==> src/rtl/entry_shaper_pkg.sv <==
// -----------------------------------------------------------------------------
// entry_shaper_pkg
// Shared lab constants: keypad-entry shaper FSM encoding, debounce default,
// and the digit/length constants used by the downstream password checker.
// -----------------------------------------------------------------------------
package entry_shaper_pkg;

    // Default number of consecutive stable cycles to accept a key level change.
    localparam int DEFAULT_DEBOUNCE_CYCLES = 4;

    // Password checker constants: width of one digit and digits per password.
    localparam int DEFAULT_DIGIT_W = 4;
    localparam int PASS_LEN        = 4;

    // Shaper FSM: released, one-cycle strobe, wait for release.
    typedef enum logic [1:0] {
        S_IDLE  = 2'd0,
        S_PULSE = 2'd1,
        S_HOLD  = 2'd2
    } shaper_state_t;

endpackage

==> src/rtl/entry_shaper_debouncer.sv <==
// -----------------------------------------------------------------------------
// debouncer
// Two-flop synchronizer followed by a consecutive-cycle debounce counter.
// Ports:
//   clk     system clock, rising edge
//   rst     synchronous active-high reset
//   raw_n   raw active-low pushbutton, asynchronous to clk
//   stable  debounced active-low level (1 = released)
// -----------------------------------------------------------------------------
module debouncer
    import entry_shaper_pkg::*;
#(
    parameter int DEBOUNCE_CYCLES = DEFAULT_DEBOUNCE_CYCLES
) (
    input  logic clk,
    input  logic rst,
    input  logic raw_n,
    output logic stable
);

    // Counter sized for the largest legal DEBOUNCE_CYCLES (255).
    localparam logic [7:0] CNT_LAST = 8'(DEBOUNCE_CYCLES - 1);

    logic       sync1;
    logic       sync2;
    logic [7:0] cnt;

    always_ff @(posedge clk) begin
        if (rst) begin
            // Synchronizer resets to "released" so a key held through reset
            // is seen as a fresh falling level once rst drops.
            sync1  <= 1'b1;
            sync2  <= 1'b1;
            stable <= 1'b1;
            cnt    <= '0;
        end else begin
            // NOTE: non-blocking assignments make sync2 take the old sync1,
            // giving a real two-stage pipeline instead of one flop.
            sync1 <= raw_n;
            sync2 <= sync1;
            if (sync2 == stable) begin
                cnt <= '0;
            end else if (cnt == CNT_LAST) begin
                // This is the DEBOUNCE_CYCLES-th differing sample in a row.
                stable <= sync2;
                cnt    <= '0;
            end else begin
                cnt <= cnt + 8'd1;
            end
        end
    end

endmodule

==> src/rtl/entry_shaper.sv <==
// -----------------------------------------------------------------------------
// entry_shaper
// Turns a bouncy active-low pushbutton into exactly one strobe per accepted
// press, capturing the slide-switch digit and counting entries.
// Ports:
//   clk          system clock, rising edge
//   rst          synchronous active-high reset
//   key_n        raw active-low pushbutton, asynchronous, may bounce
//   sw_digit     raw slide-switch digit
//   passnum      digit captured at the most recent accepted press
//   p_enter      one-cycle registered strobe per accepted press
//   entry_count  accepted presses since reset, modulo 16
// -----------------------------------------------------------------------------
module entry_shaper
    import entry_shaper_pkg::*;
#(
    parameter int DEBOUNCE_CYCLES = DEFAULT_DEBOUNCE_CYCLES,
    parameter int DIGIT_W         = DEFAULT_DIGIT_W
) (
    input  logic               clk,
    input  logic               rst,
    input  logic               key_n,
    input  logic [DIGIT_W-1:0] sw_digit,
    output logic [DIGIT_W-1:0] passnum,
    output logic               p_enter,
    output logic [3:0]         entry_count
);

    logic          stable_n;
    shaper_state_t state;

    debouncer #(
        .DEBOUNCE_CYCLES(DEBOUNCE_CYCLES)
    ) u_debouncer (
        .clk   (clk),
        .rst   (rst),
        .raw_n (key_n),
        .stable(stable_n)
    );

    // Single registered FSM: outputs are assigned on the same edge as the
    // state transition so p_enter is glitch-free and aligned with S_PULSE.
    always_ff @(posedge clk) begin
        if (rst) begin
            state       <= S_IDLE;
            p_enter     <= 1'b0;
            passnum     <= '0;
            entry_count <= '0;
        end else begin
            case (state)
                S_IDLE: begin
                    if (!stable_n) begin
                        state       <= S_PULSE;
                        p_enter     <= 1'b1;
                        passnum     <= sw_digit;
                        entry_count <= entry_count + 4'd1;
                    end
                end
                S_PULSE: begin
                    state   <= S_HOLD;
                    p_enter <= 1'b0;
                end
                S_HOLD: begin
                    if (stable_n) begin
                        state <= S_IDLE;
                    end
                end
                default: begin
                    state   <= S_IDLE;
                    p_enter <= 1'b0;
                end
            endcase
        end
    end

endmodule

==> config.mk <==
export PLATFORM = sky130hd
export DESIGN_NAME = entry_shaper
export DESIGN_NICKNAME = d
export VERILOG_FILES = /design/src/rtl/entry_shaper_pkg.sv /design/src/rtl/entry_shaper_debouncer.sv /design/src/rtl/entry_shaper.sv
export SDC_FILE = /design/constraint.sdc
export NUM_CORES = 1
export LEC_CHECK = 0
export CAP_MARGIN = 15
export CORE_AREA = 4 4 55 57
export CTS_CLUSTER_SIZE = 30
export DETAILED_ROUTE_END_ITERATION = 10
export DIE_AREA = 0 0 59 61
export GPL_TIMING_DRIVEN = 0
export SYNTH_ARGS = -nofsm -noshare
export SYNTH_HDL_FRONTEND = slang
export SYNTH_SLANG_ARGS = --single-unit
==> constraint.sdc <==
create_clock -name clk -period 3.8 [get_ports clk]
set_clock_uncertainty 0.05 [all_clocks]
set_input_delay 0.57 -clock clk [delete_from_list [all_inputs] [get_ports clk]]
set_output_delay 0.57 -clock clk [all_outputs]
set_load 0.02 [all_outputs]
# After elaboration in Yosys (flattened, before gate mapping)
# Cells that the tools add are included.
# classes
reduce_logical,6
eq_ne,6
bitwise,3
mux,5
addsub,2
# op_table
cell,n
$add 8x1->8 const B,1
$eq 8x2->1 const B,1
$reduce_and 2->1,4
$pmux 2 s3,1
$add 4x1->4 const B,1
$mux 2,2
$not 1->1,3
$reduce_or 3->1,1
$eq 2x1->1 const B,1
$eq 2x2->1 const B,1
$logic_not 2->1,1
$ne 2x1->1 const B,1
$ne 2x2->1 const B,1
$pmux 1 s2,1
$eq 1x1->1,1
$mux 1,1
# word_totals
out_inout_bits,9
wordCells,30
reg_bits,22

# Depth between registers and ports, before layout
# Gate-level depths: netlist (run 1).
# depth
word_depth,3
depth_mapped,4

# Modules after synthesis
# Synthesis (run 1) repeated with hierarchy kept, for this count alone.
# unflattened
hier_cells,96
hier_area_um2,867.1
# modules_own_cells
module,area_per_inst_um2,cells_each,seq_area_each_um2,instances
debouncer,451.7,48,220.2,1
entry_shaper,415.4,48,220.2,1

# Worst setup path after synthesis (run 1)
# No wires, ideal clock.
# synth_path
path_kind,flip-flop to flip-flop
start,reg u_debouncer.cnt[0]
end,reg u_debouncer.cnt[2]
path_buffers,0
required_time_ps,3621
period_less_slack_ps,1548
path_stages_with_launch,5
arrival_ps,1369
setup_time_ps,129
slack_ps,2252
cell_sequence,dfxtp_1 ha_1 or3b_2 o211ai_1 nor2_1
# synth_via
elab_chain_cells,2
word_cells_on_any_way,3
# synth_rtl
item,line_no,rtl
from (decl),entry_shaper_debouncer.sv:26,logic [7:0] cnt;
from (signal assigned),entry_shaper_debouncer.sv:48,cnt <= cnt + 8'd1;
"parallel branches: the longest is 2 deep, another holds $add 8x1->8",n/a,
# Several ways; the timed one is not identified.
# A chain may end at the register's enable or synchronous reset.

# Final worst setup path (run 1)
# layout_path
start,reg entry_count[0]
end,out entry_count[0]
# layout_lines
item,line_no,rtl
from (decl),entry_shaper.sv:26,output logic [3:0] entry_count
from (signal assigned),entry_shaper.sv:56,entry_count <= entry_count + 4'd1;
# No word-level cell between the ends.

==> impl_metrics.csv, run 1 <==
group,metric,value,unit
worst_hold_path,hp-class,"reg2reg",
clock_network,post_cts_buffers,0,
sta,fin_setup_tns,0,ns
detailed_routing,wl,1470,um
clock_network,root_buffer,"clkbuf_4",
grt,antenna_found_initial,0,
detailed_routing,drc,0,
power,switching_power,76.2,uW
grt,track_usage,9.56,%
logic_synthesis,ys_top_cells_by_area,"dfxtp_1, a21oi_1, nand2_1",
grt,grt-ovfl-total,0,
logic_synthesis,synth-async-reset-ratio,0,%
sta,post-route-min-period,1.98,ns
floorplan,die_w,59,um
floorplan,ios,16,
floorplan,num_rows,18,
setup_path,required,3.18,ns
layout,syn_to_final_growth,28.4,%
logic_synthesis,synth_top_flop_cell,"dfxtp_1",
power,seqPwrFrac,55.1,%
sta,setup_viol,0,
detailed_routing,drt.antenna.violating_nets,0,
logic_synthesis,synth_seq_cells,22,
power,cell_internal_pwr,345,uW
clock_network,clock_latency,0.31,ns
place,gp_congestion,0.749,
logic_synthesis,synth-edff-count,0,
logic_synthesis,postSynthNetCount,103,
detailed_routing,drt-initial-drc-count,12,
setup_path,slowest_stage,"clkdlybuf4s50_1",
clock_network,cts_buffers,3,
detailed_routing,via_count,659,
place,place_hpwl,1120,um
clock_network,cts.htree.levels,1,
clock_network,cts.repair.resized,0,
power,swShare,18.1,%
setup_path,crit_arrival,1.36,ns
grt,grt_first_pass_wirelength,2630,um
power,ir_worst_vdd,0.244,mV
setup_path,critPathKind,"reg2out",
detailed_routing,drtPass1Iterations,3,
status,status,"complete, no violations",
sta,hold_viol,0,
clock_network,clk_pin_slew,0.12,ns
power,combPwrFrac,2.7,%
logic_synthesis,synth.most_common_cell,"dfxtp_1",
logic_synthesis,synth_top_area_share,52.1,%
logic_synthesis,yosys_warnings,0,
layout,final_nets,123,
setup_path,crit_fanout,4,
floorplan,dieArea,3600,um^2
place,port_buffers,15,
flow_run,maxCapViolations,0,
setup_path,max_stage_delay,0.63,ns
place,dp_cells,139,
logic_synthesis,synthTopCellsByCount,"dfxtp_1, nand2_1, a21oi_1",
grt,grt_pass1_vias,606,
logic_synthesis,syn-cell-area,846,um^2
sta,relSlewSlack,54.7,%
layout,final_cells,143,
logic_synthesis,synth.largest_area_cell,"dfxtp_1",
floorplan,die_h,61,um
power,power_density,388,nW/um^2
logic_synthesis,syn_area_per_cell,9.00,um^2
layout,diodes,0,
setup_path,endpoint_kind,"primary output",
power,p_clk_share,42.1,%
setup_path,path_cells,"clkdlybuf4s50_1",
clock_network,clock_path_buffers,2,
power,leakagePower,0.375,nW
floorplan,start_util,34.1,%
sta,final_max_slew_viol_count,0,
setup_path,start_kind,"register",
setup_path,worst-path-buf-inv,1,
clock_network,cts_tree,"done",
clock_network,cts_hold_buf,0,
logic_synthesis,yosysSeqAreaShare,52.1,%
logic_synthesis,synth_cells,94,
detailed_routing,viasPerCell,4.61,
clock_network,clkSinkCount,22,
floorplan,core,2480,um^2
sta,tightest_slew,0.675,ns
sta,rsz0062_at_grt,"no",
detailed_routing,routedWlPerCell,10.2,um
layout,drive_above_1_share,8.85,%
layout,nFillCells,256,
sta,fmax,504,MHz
sta,finalCritPeriodShare,52.2,%
setup_path,path_delay_family,"buffers and inverters",
logic_synthesis,synth_cell_types,23,
grt,grt_max_degree,14,
[per-stage QoR]
step           area, um^2  power, mW  hold WS (ns)  setup WS [ns]  utilization [%]
2_1_floorplan         846      0.242         0.339           2.25                -
3_3_place_gp         1030      0.249         0.347           2.04             41.7
3_5_place_dp         1030      0.249         0.347           2.01             41.7
4_1_cts              1090      0.428         0.376           1.79             43.8
5_1_grt              1090      0.441         0.396           1.73             43.8
6_report             1090      0.422         0.372           1.82             43.8
[layer usage]
layer,track usage [%],wire (um)
met2,15.6,702
met4,2.91,9
met3,4.04,76
met5,0,0
met1,11.5,677
[cells in the final DEF (no fill, tap or decap)]
cell	synthesis	layout
nand2b_1	1	1
nand2_1	12	12
or2_2	2	2
ha_1	2	2
o311ai_0	1	1
a21oi_1	11	11
clkbuf_1	1	1
xor2_1	2	2
or4_4	1	1
xnor2_1	3	3
o211ai_1	1	1
nand3_1	4	4
buf_6	1	1
clkbuf_4	0	3
o21ai_0	6	6
or3_1	5	5
mux2i_1	1	1
dfxtp_1	22	22
bufinv_16	0	1
nor2_1	9	9
inv_1	5	5
or3b_2	1	1
nor3_1	1	1
or3_4	1	1
nand4_1	1	1
clkdlybuf4s50_1	0	15
[cell type report]
class	count	area (um^2)	area share, %
multi-input cells	65	372	34.2
clock inverters	1	30.0	2.76
plain buffers	2	15.0	1.38
inverters	5	18.8	1.73
repair buffers	15	150	13.8
flip-flops and latches	22	440	40.6
well taps	30	37.5	3.46
clock buffers	3	22.5	2.07
[logic make-up (layout without fill, tap and decap cells)]
family	Yosys count	count (layout)	synth area share, %
AOI/OAI and AO/OA	19	19	12.0
buffers and inverters	7	26	3.99
xor gates and xnor gates	5	5	5.18
DFF	22	22	52.1
and+or+nand+nor	38	38	22.6
muxes	1	1	1.18
adders and majority gates	2	2	2.96
[power groups by stage]
stage	registers (mW)	logic, mW	clock network, mW
final	0.233	0.0115	0.178
after global routing	0.233	0.0128	0.196
after CTS	0.233	0.0118	0.183
after detailed placement	0.238	0.0116	0
after global placement	0.238	0.0114	0
after floorplan	0.238	0.00389	0
[state kept, by name, indices dropped and copies added, names as in the netlist]
signal	count
u_debouncer.sync1	1
u_debouncer.sync2	1
passnum	4
u_debouncer.stable	1
entry_count	4
u_debouncer.cnt	8
p_enter	1
state	2
[path summary, 6_finish.rpt]
kind / from / end / slack, ns / depth (start not counted)
max: entry_count[0] / entry_count[0] / 1.82 / 1
min: u_debouncer.sync1 / u_debouncer.sync2 / 0.37 / 1
max reg2reg: u_debouncer.cnt[0] / u_debouncer.cnt[3] / 2.11 / 4
min reg2reg: u_debouncer.sync1 / u_debouncer.sync2 / 0.37 / 1
Note: power is estimated with default switching activity, not from simulation.
==> inputs of run 2 (changes only) <==
==> constraint.sdc (replaced) <==
create_clock -name clk -period 1.9 [get_ports clk]
set_clock_uncertainty 0.05 [all_clocks]
set_input_delay 0.285 -clock clk [delete_from_list [all_inputs] [get_ports clk]]
set_output_delay 0.285 -clock clk [all_outputs]
set_load 0.02 [all_outputs]
==> results of run 2 <==
The final DEF is identical to that of run 1. Status: complete, no violations.
Main changes from that run: setup slack after placement 2.01 ns -> 0.209 ns; setup slack after layout 1.82 ns -> 0.202 ns; register-to-register setup slack 2.11 ns -> 0.21 ns; total power 0.422 mW -> 0.843 mW; worst IR drop on VDD 0.244 mV -> 0.488 mV
